[config.mk]
export PLATFORM = sky130hd
export DESIGN_NAME = spi_ram_host_ctrl
export DESIGN_NICKNAME = d
export VERILOG_FILES = /design/src/rtl/spi_ram_host_ctrl.sv
export SDC_FILE = /design/constraint.sdc
export NUM_CORES = 1
export LEC_CHECK = 0
export ABC_CLOCK_PERIOD_IN_PS = 5300
export CAP_MARGIN = 40
export CORE_MARGIN = 2
export CORE_UTILIZATION = 57
export DETAILED_ROUTE_END_ITERATION = 12
export HOLD_SLACK_MARGIN = 0.08
export MAX_ROUTING_LAYER = met4
export PLACE_DENSITY_LB_ADDON = 0.05
export SLEW_MARGIN = 20
export SYNTH_ARGS = -nofsm -noshare
export SYNTH_HDL_FRONTEND = slang
export SYNTH_SLANG_ARGS = --single-unit
[constraint.sdc]
create_clock -name clk -period 5.3 [get_ports clk]
set_input_delay 1.06 -clock clk [delete_from_list [all_inputs] [get_ports clk]]
set_output_delay 1.06 -clock clk [all_outputs]
set_load 0.01 [all_outputs]
[src/rtl/spi_ram_host_ctrl.sv]
// SPI RAM host controller: turns one read/write request into a two-frame
// 10-bit SPI exchange (address frame, then data frame), optionally receives
// a byte back, and reports completion with a one-cycle rsp_valid pulse.
//
// Handshake: a request is accepted in the cycle where req_valid && req_ready;
// req_ready is high only in IDLE, req_wr/req_addr/req_wdata are captured on
// that edge and ignored afterwards; rsp_valid is a single-cycle pulse with
// rsp_rdata held stable until the next completion.
module spi_ram_host_ctrl #(
  parameter int GAP     = 1,
  parameter int RD_WAIT = 2
) (
  input  logic       clk,
  input  logic       rst_n,
  input  logic       req_valid,
  output logic       req_ready,
  input  logic       req_wr,
  input  logic [7:0] req_addr,
  input  logic [7:0] req_wdata,
  output logic       rsp_valid,
  output logic [7:0] rsp_rdata,
  output logic       ss_n,
  output logic       mosi,
  input  logic       miso,
  output logic       busy
);

  typedef enum logic [2:0] {
    IDLE   = 3'd0,
    SHIFT0 = 3'd1,
    GAP0   = 3'd2,
    SHIFT1 = 3'd3,
    WAIT   = 3'd4,
    RECV   = 3'd5,
    GAP1   = 3'd6
  } state_t;

  // Down-counter must hold the longest phase length minus one.
  localparam int M1 = (GAP > 10) ? GAP : 10;
  localparam int M2 = (RD_WAIT > M1) ? RD_WAIT : M1;
  localparam int CW = $clog2(M2);

  localparam logic [CW-1:0] FRAME_LAST = CW'(9);
  localparam logic [CW-1:0] GAP_LAST   = CW'(GAP - 1);
  localparam logic [CW-1:0] WAIT_LAST  = CW'(RD_WAIT - 1);
  localparam logic [CW-1:0] RECV_LAST  = CW'(7);

  state_t        state_q, state_d;
  logic [CW-1:0] cnt_q, cnt_d;
  logic          wr_q, wr_d;
  logic [7:0]    addr_q, addr_d;
  logic [7:0]    wdata_q, wdata_d;
  logic          mosi_q, mosi_d;
  logic [7:0]    rx_q, rx_d;
  logic          rsp_valid_q, rsp_valid_d;
  logic [7:0]    rsp_rdata_q, rsp_rdata_d;

  logic [9:0]    frame0;
  logic [9:0]    frame1;
  logic [3:0]    bit_idx;

  assign frame0  = {(wr_q ? 2'b00 : 2'b10), addr_q};
  assign frame1  = wr_q ? {2'b01, wdata_q} : {2'b11, 8'h00};
  // Index of the frame bit to present in the next SHIFT cycle.
  assign bit_idx = cnt_q[3:0] - 4'd1;

  // State, counter, capture, serial and response registers.
  always_ff @(posedge clk or negedge rst_n) begin
    if (!rst_n) begin
      state_q     <= IDLE;
      cnt_q       <= '0;
      wr_q        <= 1'b0;
      addr_q      <= 8'h00;
      wdata_q     <= 8'h00;
      mosi_q      <= 1'b0;
      rx_q        <= 8'h00;
      rsp_valid_q <= 1'b0;
      rsp_rdata_q <= 8'h00;
    end else begin
      state_q     <= state_d;
      cnt_q       <= cnt_d;
      wr_q        <= wr_d;
      addr_q      <= addr_d;
      wdata_q     <= wdata_d;
      mosi_q      <= mosi_d;
      rx_q        <= rx_d;
      rsp_valid_q <= rsp_valid_d;
      rsp_rdata_q <= rsp_rdata_d;
    end
  end

  // Next-state and datapath: each phase loads cnt with its length minus one
  // and leaves when cnt reaches zero; mosi is set one cycle ahead.
  always_comb begin
    state_d     = state_q;
    cnt_d       = cnt_q;
    wr_d        = wr_q;
    addr_d      = addr_q;
    wdata_d     = wdata_q;
    mosi_d      = 1'b0;
    rx_d        = rx_q;
    rsp_valid_d = 1'b0;
    rsp_rdata_d = rsp_rdata_q;
    unique case (state_q)
      IDLE: begin
        if (req_valid) begin
          state_d = SHIFT0;
          cnt_d   = FRAME_LAST;
          wr_d    = req_wr;
          addr_d  = req_addr;
          wdata_d = req_wdata;
          // Bit 9 of the address frame is cmd[1]: 0 for write, 1 for read.
          mosi_d  = ~req_wr;
        end
      end
      SHIFT0: begin
        if (cnt_q == '0) begin
          state_d = GAP0;
          cnt_d   = GAP_LAST;
        end else begin
          cnt_d  = cnt_q - 1'b1;
          mosi_d = frame0[bit_idx];
        end
      end
      GAP0: begin
        if (cnt_q == '0) begin
          state_d = SHIFT1;
          cnt_d   = FRAME_LAST;
          mosi_d  = frame1[9];
        end else begin
          cnt_d = cnt_q - 1'b1;
        end
      end
      SHIFT1: begin
        if (cnt_q == '0) begin
          state_d = wr_q ? GAP1 : WAIT;
          cnt_d   = wr_q ? GAP_LAST : WAIT_LAST;
        end else begin
          cnt_d  = cnt_q - 1'b1;
          mosi_d = frame1[bit_idx];
        end
      end
      WAIT: begin
        if (cnt_q == '0) begin
          state_d = RECV;
          cnt_d   = RECV_LAST;
        end else begin
          cnt_d = cnt_q - 1'b1;
        end
      end
      RECV: begin
        rx_d = {rx_q[6:0], miso};
        if (cnt_q == '0) begin
          state_d = GAP1;
          cnt_d   = GAP_LAST;
        end else begin
          cnt_d = cnt_q - 1'b1;
        end
      end
      GAP1: begin
        if (cnt_q == '0) begin
          state_d     = IDLE;
          rsp_valid_d = 1'b1;
          rsp_rdata_d = wr_q ? 8'h00 : rx_q;
        end else begin
          cnt_d = cnt_q - 1'b1;
        end
      end
      default: begin
        state_d = IDLE;
        cnt_d   = '0;
      end
    endcase
  end

  assign req_ready = (state_q == IDLE);
  assign busy      = (state_q != IDLE);
  // Decoded straight from the state flop so reset raises ss_n at once.
  assign ss_n      = !((state_q == SHIFT0) || (state_q == SHIFT1) ||
                       (state_q == WAIT)   || (state_q == RECV));
  assign mosi      = mosi_q;
  assign rsp_valid = rsp_valid_q;
  assign rsp_rdata = rsp_rdata_q;

endmodule
[Word level (Yosys, flattened, before mapping)]
Index checks and enable logic that the tools add are counted.
Word-level totals
  register bits: 42
  bits of input ports: 21
  output and inout port bits: 13
  word-level logic and storage cells: 69
Operators by class
  add/subtract/negate cells: 1
  magnitude comparators: 1
  equality and inequality tests: 14
  muxes and demuxes: 31
  bitwise logic cells: 1
  reduce and logical (&&, ||, !) cells: 12
Operators by type and width (number)
  2-to-1 mux 4 bit: 6
  case mux 4 bit (6 select lines): 1
  2-to-1 mux 3 bit: 7
  case mux 3 bit (7 select lines): 1
  inequality test 2 bit, second input constant: 8
  2-to-1 mux 10 bit: 1
  equality test 3 bit, second input constant: 3
  2-to-1 mux 1 bit: 9
  binary-select mux 1 bit (select 4 bit): 2
  2-to-1 mux 8 bit: 1
  AND reduction 7 bit: 1
  equality test 3 x 2 -> 1 bit, second input constant: 2
  AND reduction 2 bit: 3
  < comparator 4 x 5 -> 1 bit, second input constant: 1
  zero test 4 bit: 1
  2-to-1 mux 2 bit: 2
  case mux 1 bit (4 select lines): 1
  subtractor 4 x 1 -> 4 bit, second input constant: 1
  equality test 3 x 1 -> 1 bit, second input constant: 1
  zero test 3 bit: 1
  logical OR 1 bit: 3
  nonzero test 3 bit: 1
  OR reduction 2 bit: 1
  zero test 1 bit: 1
  inverter 1 bit: 1

[Longest topological paths before layout]
Gate-level depths: netlist (run 1).
  word-level depth: 5
  depth in mapped cells: 9
  mapped depth without buffers: 7

[Worst setup path before layout (run 1)]
OpenSTA, ideal clock, no wires.
  kind: register -> output
  start: register state_q[0]
  end: output port busy
  arrival time: 1.111 ns
  data required time: 4.240 ns
  path slack: 3.129 ns
  stages on the path, launching flop included: 4
  cells stage by stage: dfrtp_1 -> buf_2 -> nor3_1 -> inv_1
Between the ends
  longest elaborated chain between the ends: 1
Ends and longest elaborated chain
  from (decl): RTL line 48  | state_t state_q, state_d;
  from (signal assigned): RTL line 80  | state_q <= state_d;
  nonzero test 3 bit: RTL line 177  | assign busy = (state_q != IDLE);
  to (decl): RTL line 25  | output logic busy
Every way passes these cells.

[Final worst setup path (run 1)]
  start: register state_q[1]
  end: output port busy
The elaborated chain is that of the path after synthesis.

==> flow_summary_export.csv, run 1 <==
group,metric,value,unit
sta,grt_setup_unrepaired,"false",
global_routing,vias_in_the_first_global_route,1573,
global_routing,grt_busiest_layer,"met2",
route,routed_wl,4.07,mm
clock_tree,post_cts_resize_count,0,
synth,synth-simple-area-share,0.126,
floorplan,die_area,4220,um2
synth,complex_gate_fraction_of_the_synthesized_area,0.135,
sta,clock.fmax,309,MHz
global_routing,met1_usage,0.296,
clock_tree,number_of_buffers_added_to_fix_hold_violations_after_cts,0,
floorplan,fp-row-count,22,
synth,synth-seq-cells,42,
place,numPortBuffers,33,
route,route.detailed.drc,0,
power_and_ir_drop,ir_worst_vdd,0.289,mV
power_and_ir_drop,power_frac_comb,0.428,
global_routing,initial_antenna_violation_count,0,
place,pre_cts_slack,2.45,ns
power_and_ir_drop,pwr_density_cell,563,nW/um2
route,final_antenna_net_count,0,
synth,yosys-mux-area-fraction,0.174,
clock_tree,cts_root_buffer,"sky130_fd_sc_hd__clkbuf_8",
power_and_ir_drop,internal_power,0.000928,W
place,placed_cell_area,2440,um2
finish,n_antenna_cell,0,
synth,synth-edff-count,0,
global_routing,grt.total_usage,0.230,
finish,layout.filler_cells,273,
place,place.detailed.hpwl,2.93,mm
place,gpl_congestion,0.853,
sta,final_min_period_over_clock_period,0.611,
global_routing,grt_first_pass_wirelength,7.18,mm
synth,synth_top_family_by_area,"multiplexers",
sta,period_needed,3.24,ns
global_routing,grt.met3_usage,0.0521,
power_and_ir_drop,switch_pwr,0.000509,W
worst_setup_path,cp_data_required_time,4.24,ns
sta,final.setup.tns,0,ns
route,avgViaCountPerCell,5.72,
clock_tree,clk_path_buf_depth,2,
synth,yosys.cell_types.count,46,
power_and_ir_drop,leak_pwr,1.07,nW
sta,timing_max_transition_violations_final,0,
floorplan,chipHeight,65.0,um
floorplan,die_x,65.0,um
global_routing,grt_use_met2,0.367,
job,max_cap_violations,0,
power_and_ir_drop,power.sequential.fraction,0.401,
clock_tree,path_clk_slew,0.08,ns
sta,slew_headroom,0.537,
worst_setup_path,peak_fanout_along_the_critical_path,20,
route,routed_wire_length_per_instance,15.2,um
finish,drive_gt1_frac,0.205,
min_path,hold_path_class,"flop to flop",
clock_tree,number_of_buffers_created_by_cts,5,
sta,finalSetupViolations,0,
worst_setup_path,cp-end-kind,"primary output",
clock_tree,clock_latency,0.29,ns
synth,synthesis.area_per_instance,11.1,um2
route,drt_pre_antenna_iters,4,
floorplan,top_level_ports,34,
route,drt_iter0_markers,191,
finish,finalInstanceArea,2550,um2
floorplan,core_region,3610,um2
synth,seq_area_frac_synth,0.496,
sta,timing.final.ws_setup,2.06,ns
sta,timing.final.hold_violations,0,
worst_setup_path,critPathLaunchType,"flop",
sta,finClkSkew,0.00803,ns
floorplan,start_util,0.587,
synth,xor_and_xnor_fraction_of_the_mapped_netlist_area,0.00768,
status,status,"finished clean",
synth,ys_dominant_reg_cell,"sky130_fd_sc_hd__dfrtp_1",
sta,tightest_slew,0.694,ns
global_routing,grt_start_max_net_pins,26,
clock_tree,post-cts-setup-buffers,0,
finish,nNetsFinal,242,
clock_tree,htreeDepth,2,
power_and_ir_drop,power,0.00144,W
synth,synth.net_count,214,
synth,post_synth_inst_count,191,
power_and_ir_drop,clkPwrFrac,0.170,
worst_setup_path,timing.setup.critical_path_class,"flop to primary output",
global_routing,overflow,0,
finish,layout_overhead_on_the_synthesized_area,20.5,%
clock_tree,cts.sinks,42,
synth,mappedNetlistArea,2120,um2
power_and_ir_drop,power.switching_fraction,0.355,
route,via_count,1534,
synth,synth-warning-count,0,
synth,async_flop_share,1.00,
worst_setup_path,worst_ep_arrival_time,2.18,ns
clock_tree,tritoncts,"yes",
synth,post_synthesis_share_of_cell_area_spent_on_full_adders_half_adders_and_majority_gates,0.0118,
-- final timing paths --
kind                                          start                  endpoint  slack, ns  cells after the start
min                        rsp_rdata[6]$_DFFE_PN0P_  rsp_rdata[6]$_DFFE_PN0P_       0.50                      2
max reg2reg                  state_q[1]$_DFFE_PN0P_     addr_q[2]$_DFFE_PN0P_       2.87                      3
max                          state_q[1]$_DFFE_PN0P_                      busy       2.06                      3
min in group asynchronous                     rst_n       rsp_valid$_DFF_PN0_       0.70                      1
min reg2reg                rsp_rdata[6]$_DFFE_PN0P_  rsp_rdata[6]$_DFFE_PN0P_       0.50                      2
max in group asynchronous                     rst_n    wdata_q[1]$_DFFE_PN0P_       4.12                      2
-- worst max-delay path, cell delays in order, from the launching register on --
cell	delay [ns]
sky130_fd_sc_hd__dfrtp_1	0.60
sky130_fd_sc_hd__nor3_1	0.61
sky130_fd_sc_hd__inv_1	0.16
sky130_fd_sc_hd__clkdlybuf4s50_1	0.52
-- synth_stat cells (3+ instances only) --
cell                       number  area share
sky130_fd_sc_hd__buf_6          3       0.016
sky130_fd_sc_hd__a21oi_1        3      0.0071
sky130_fd_sc_hd__inv_1          6       0.011
sky130_fd_sc_hd__nand2_1       20       0.035
sky130_fd_sc_hd__nor2_1         9       0.016
sky130_fd_sc_hd__mux2_2        27        0.14
sky130_fd_sc_hd__a22o_1         3       0.012
sky130_fd_sc_hd__o21ai_0       12       0.028
sky130_fd_sc_hd__clkbuf_1       5      0.0089
sky130_fd_sc_hd__nand2b_1       9       0.027
sky130_fd_sc_hd__dfrtp_1       42        0.50
sky130_fd_sc_hd__o21ai_1        7       0.017
-- final cells by class --
type / instances / area [um2] / area share
flip-flops and latches: 42 / 1050 / 0.412
repair buffers: 34 / 345 / 0.135
multi-input cells: 130 / 963 / 0.377
clock inverters: 2 / 37.5 / 0.0147
well taps: 48 / 60.1 / 0.0235
clock buffers: 6 / 72.6 / 0.0284
inverters: 6 / 22.5 / 0.00882
-- per-layer routing --
| layer | share of wire | vias to the layer above | routed length, um |
|---|---|---|---|
| met5 | 0 | - | 0 |
| met4 | 0.011 | 0 | 44 |
| met3 | 0.039 | 6 | 157 |
| met2 | 0.50 | 35 | 2020 |
| met1 | 0.45 | 761 | 1840 |
| li1 | - | 732 | - |
-- power groups by stage --
stage	logic, W	clock network, W	registers (W)
after floorplan	0.000546	0	0.000497
after global placement	0.000598	0	0.000567
after detailed placement	0.000617	0	0.000582
after CTS	0.000619	0.000253	0.000574
after global routing	0.000688	0.000268	0.000596
final	0.000616	0.000245	0.000577
-- flip-flops by register name, indices dropped and copies added, names as in the netlist --
name and flops:
wr_q 1, state_q 3, cnt_q 4, wdata_q 8, rsp_rdata 8, mosi 1, addr_q 8, rsp_valid 1
rx_q 8
-- through the flow --
stage	hold WS (ns)	utilization	instances
floorplan	0.475	-	191
global placement	0.462	0.672	259
detailed placement	0.485	0.677	260
CTS	0.502	0.708	268
global route	0.531	0.708	268
finish	0.498	0.708	268
-- cell usage in the layout (no fill, tap or decap), types with 3 or more instances in the layout --
cell and count:
sky130_fd_sc_hd__dfrtp_1 42, sky130_fd_sc_hd__clkdlybuf4s50_1 32, sky130_fd_sc_hd__mux2_2 27, sky130_fd_sc_hd__nand2_1 20, sky130_fd_sc_hd__o21ai_0 12, sky130_fd_sc_hd__nor2_1 9
sky130_fd_sc_hd__nand2b_1 9, sky130_fd_sc_hd__o21ai_1 7, sky130_fd_sc_hd__inv_1 6, sky130_fd_sc_hd__clkbuf_8 5, sky130_fd_sc_hd__a22o_1 3, sky130_fd_sc_hd__a21oi_1 3
-- cell families (layout without fill, tap and decap cells) --
kind of cell,Yosys count,count (layout)
compound gates,43,43
xor+xnor,1,1
fa+ha+maj,2,2
buf+inv,19,48
flops,42,42
mux,31,31
simple gates,53,53
(Power assumes the default switching activity.)
==> run 2: changes to the inputs <==
Settings changed: ABC_CLOCK_PERIOD_IN_PS 5300 to 2600, CORE_UTILIZATION 57 to 48.
Clock period 5.3 ns to 2.6 ns, I/O delays scaled along.
==> flow_summary_export.csv, run 2 (synthesis results as in run 1) <==
group,metric,value,unit
finish,multi_input_comb_area,963,um2
route,drt_iter0_markers,81,
worst_setup_path,worst_ep_arrival_time,1.90,ns
finish,final_core_utilization,0.607,
global_routing,vias_in_the_first_global_route,1490,
power_and_ir_drop,pwr_density_cell,1140,nW/um2
clock_tree,cts.sinks,42,
sta,finalSetupViolations,0,
min_path,hold_path.startpoint,"rsp_rdata[5]$_DFFE_PN0P_",
sta,fin_hold_ws,0.486,ns
sta,clock.fmax,413,MHz
sta,final_min_period_over_clock_period,0.930,
clock_tree,path_clk_slew,0.07,ns
worst_setup_path,setup.worst_path.start,"state_q[0]$_DFFE_PN0P_",
finish,layout.cells.most_common_list,"42 x sky130_fd_sc_hd__dfrtp_1, 32 x sky130_fd_sc_hd__clkdlybuf4s50_1, 27 x sky130_fd_sc_hd__mux2_2, 20 x sky130_fd_sc_hd__nand2_1, 12 x sky130_fd_sc_hd__o21ai_0",
floorplan,start_util,0.493,
power_and_ir_drop,ir_worst_vdd,0.524,mV
route,avgViaCountPerCell,5.45,
place,gpl_congestion,0.872,
power_and_ir_drop,leak_pwr,1.11,nW
clock_tree,tritoncts,"yes",
clock_tree,clk_path_buf_depth,2,
worst_setup_path,cp_data_required_time,2.08,ns
clock_tree,post-cts-setup-buffers,0,
sta,grt_setup_unrepaired,"false",
clock_tree,clock_latency,0.29,ns
worst_setup_path,cp_slowest_stage_delay,0.65,ns
clock_tree,cts_root_buffer,"sky130_fd_sc_hd__clkbuf_8",
worst_setup_path,cp.buffers_inverters,1,
global_routing,initial_antenna_violation_count,0,
worst_setup_path,peak_fanout_along_the_critical_path,9,
sta,period_needed,2.42,ns
place,numPortBuffers,33,
floorplan,die_area,4960,um2
floorplan,chipHeight,70.4,um
worst_setup_path,critical_path.reg2reg.startpoint,"cnt_q[0]$_DFFE_PN0P_",
finish,layout_overhead_on_the_synthesized_area,23.1,%
finish,nNetsFinal,248,
route,final_antenna_net_count,0,
clock_tree,number_of_buffers_created_by_cts,5,
floorplan,top_level_ports,34,
sta,slew_headroom,0.593,
global_routing,grt_start_max_net_pins,35,
route,routed_wl,4.02,mm
job,max_cap_violations,0,
floorplan,fp-row-count,24,
clock_tree,post_cts_resize_count,0,
floorplan,die_x,70.4,um
sta,timing.final.hold_violations,0,
worst_setup_path,worst_path_dominant_cell_family,"buffers and inverters",
global_routing,overflow,0,
worst_setup_path,critPathLaunchType,"flop",
global_routing,grt.total_usage,0.185,
min_path,hold_path_class,"flop to flop",
floorplan,core_region,4290,um2
route,drt_pre_antenna_iters,4,
sta,final.setup.tns,0,ns
route,route.detailed.drc,0,
place,place.detailed.hpwl,2.98,mm
finish,layout.filler_cells,376,
worst_setup_path,timing.setup.critical_path_class,"flop to primary output",
finish,drive_gt1_frac,0.222,
sta,finClkSkew,0.00295,ns
route,via_count,1509,
sta,tightest_slew,0.606,ns
global_routing,grt_first_pass_wirelength,6.96,mm
clock_tree,htreeDepth,2,
clock_tree,number_of_buffers_added_to_fix_hold_violations_after_cts,1,
worst_setup_path,path_cells,"nor3_1, clkdlybuf4s50_1",
finish,area.sequential,1050,um2
worst_setup_path,cp-end-kind,"primary output",
status,status,"finished clean",
finish,final_common_cell,"sky130_fd_sc_hd__dfrtp_1",
sta,timing_max_transition_violations_final,0,
route,routed_wire_length_per_instance,14.5,um
finish,n_antenna_cell,0,
worst_setup_path,timing.critical_path.slowest_stage_cell,"sky130_fd_sc_hd__clkdlybuf4s50_1",
run 2: cell count changes in the layout (fill, tap and decap cells not counted), sizes merged:
| cell | previous run | this run |
|---|---|---|
| buf | 2 | 7 |
| dlygate4sd3 | 0 | 1 |
| clkinvlp | 1 | 0 |
run 2: final timing paths:
| check | end | slack [ns] | depth (start not counted) |
|---|---|---|---|
| max | req_ready | 0.18 | 2 |
| max reg2reg | rsp_rdata[1]$_DFFE_PN0P_ | 0.48 | 6 |
| min | rsp_rdata[5]$_DFFE_PN0P_ | 0.49 | 2 |
| max in group asynchronous | addr_q[0]$_DFFE_PN0P_ | 1.54 | 3 |
| min in group asynchronous | rsp_valid$_DFF_PN0_ | 0.62 | 2 |
| min reg2reg | rsp_rdata[5]$_DFFE_PN0P_ | 0.49 | 2 |
run 2: through the flow:
step / power [W] / std cells / cell area, um2 / setup WS [ns]
floorplan: 0.00213 / 191 / 2120 / 0.438
global placement: 0.00245 / 268 / 2460 / 0.556
detailed placement: 0.00249 / 269 / 2480 / 0.452
CTS: 0.00301 / 277 / 2610 / 0.185
global route: 0.00322 / 277 / 2610 / 0.0374
finish: 0.00297 / 277 / 2610 / 0.181
run 2: tightest hold or removal path, cell delays in order, from the launching register on:
cell and delay (ns):
sky130_fd_sc_hd__dfrtp_1 0.34, sky130_fd_sc_hd__nand2_1 0.05, sky130_fd_sc_hd__o21ai_1 0.06
run 2: cell type report:
class                   instances  area share
clock inverters                 1      0.0115
clock buffers                   6      0.0317
inverters                       6     0.00864
repair buffers                 40       0.151
multi-input cells             130       0.369
well taps                      52      0.0250
flip-flops and latches         42       0.403
run 2: per-layer routing:
layer	vias to the layer above	GRT usage	wire length (um)
li1	747	-	-
met1	718	0.234	1860
met2	37	0.288	1940
met3	7	0.0505	166
met4	0	0.0598	53
met5	-	-	0
run 2: where the power goes:
part	total (W)	internal, W	switching, W
clock network	0.000511	0.000307	0.000204
logic	0.00138	0.000749	0.000627
registers	0.00109	0.000896	0.000192
total	0.00297	0.00195	0.00102
==> run 3: changes to the inputs <==
Settings changed: ABC_CLOCK_PERIOD_IN_PS 2600 to unset, SKIP_CTS_REPAIR_TIMING set to 1.
==> results of run 3 <==
No change in the layout: final DEF, timing and power equal those of run 2.
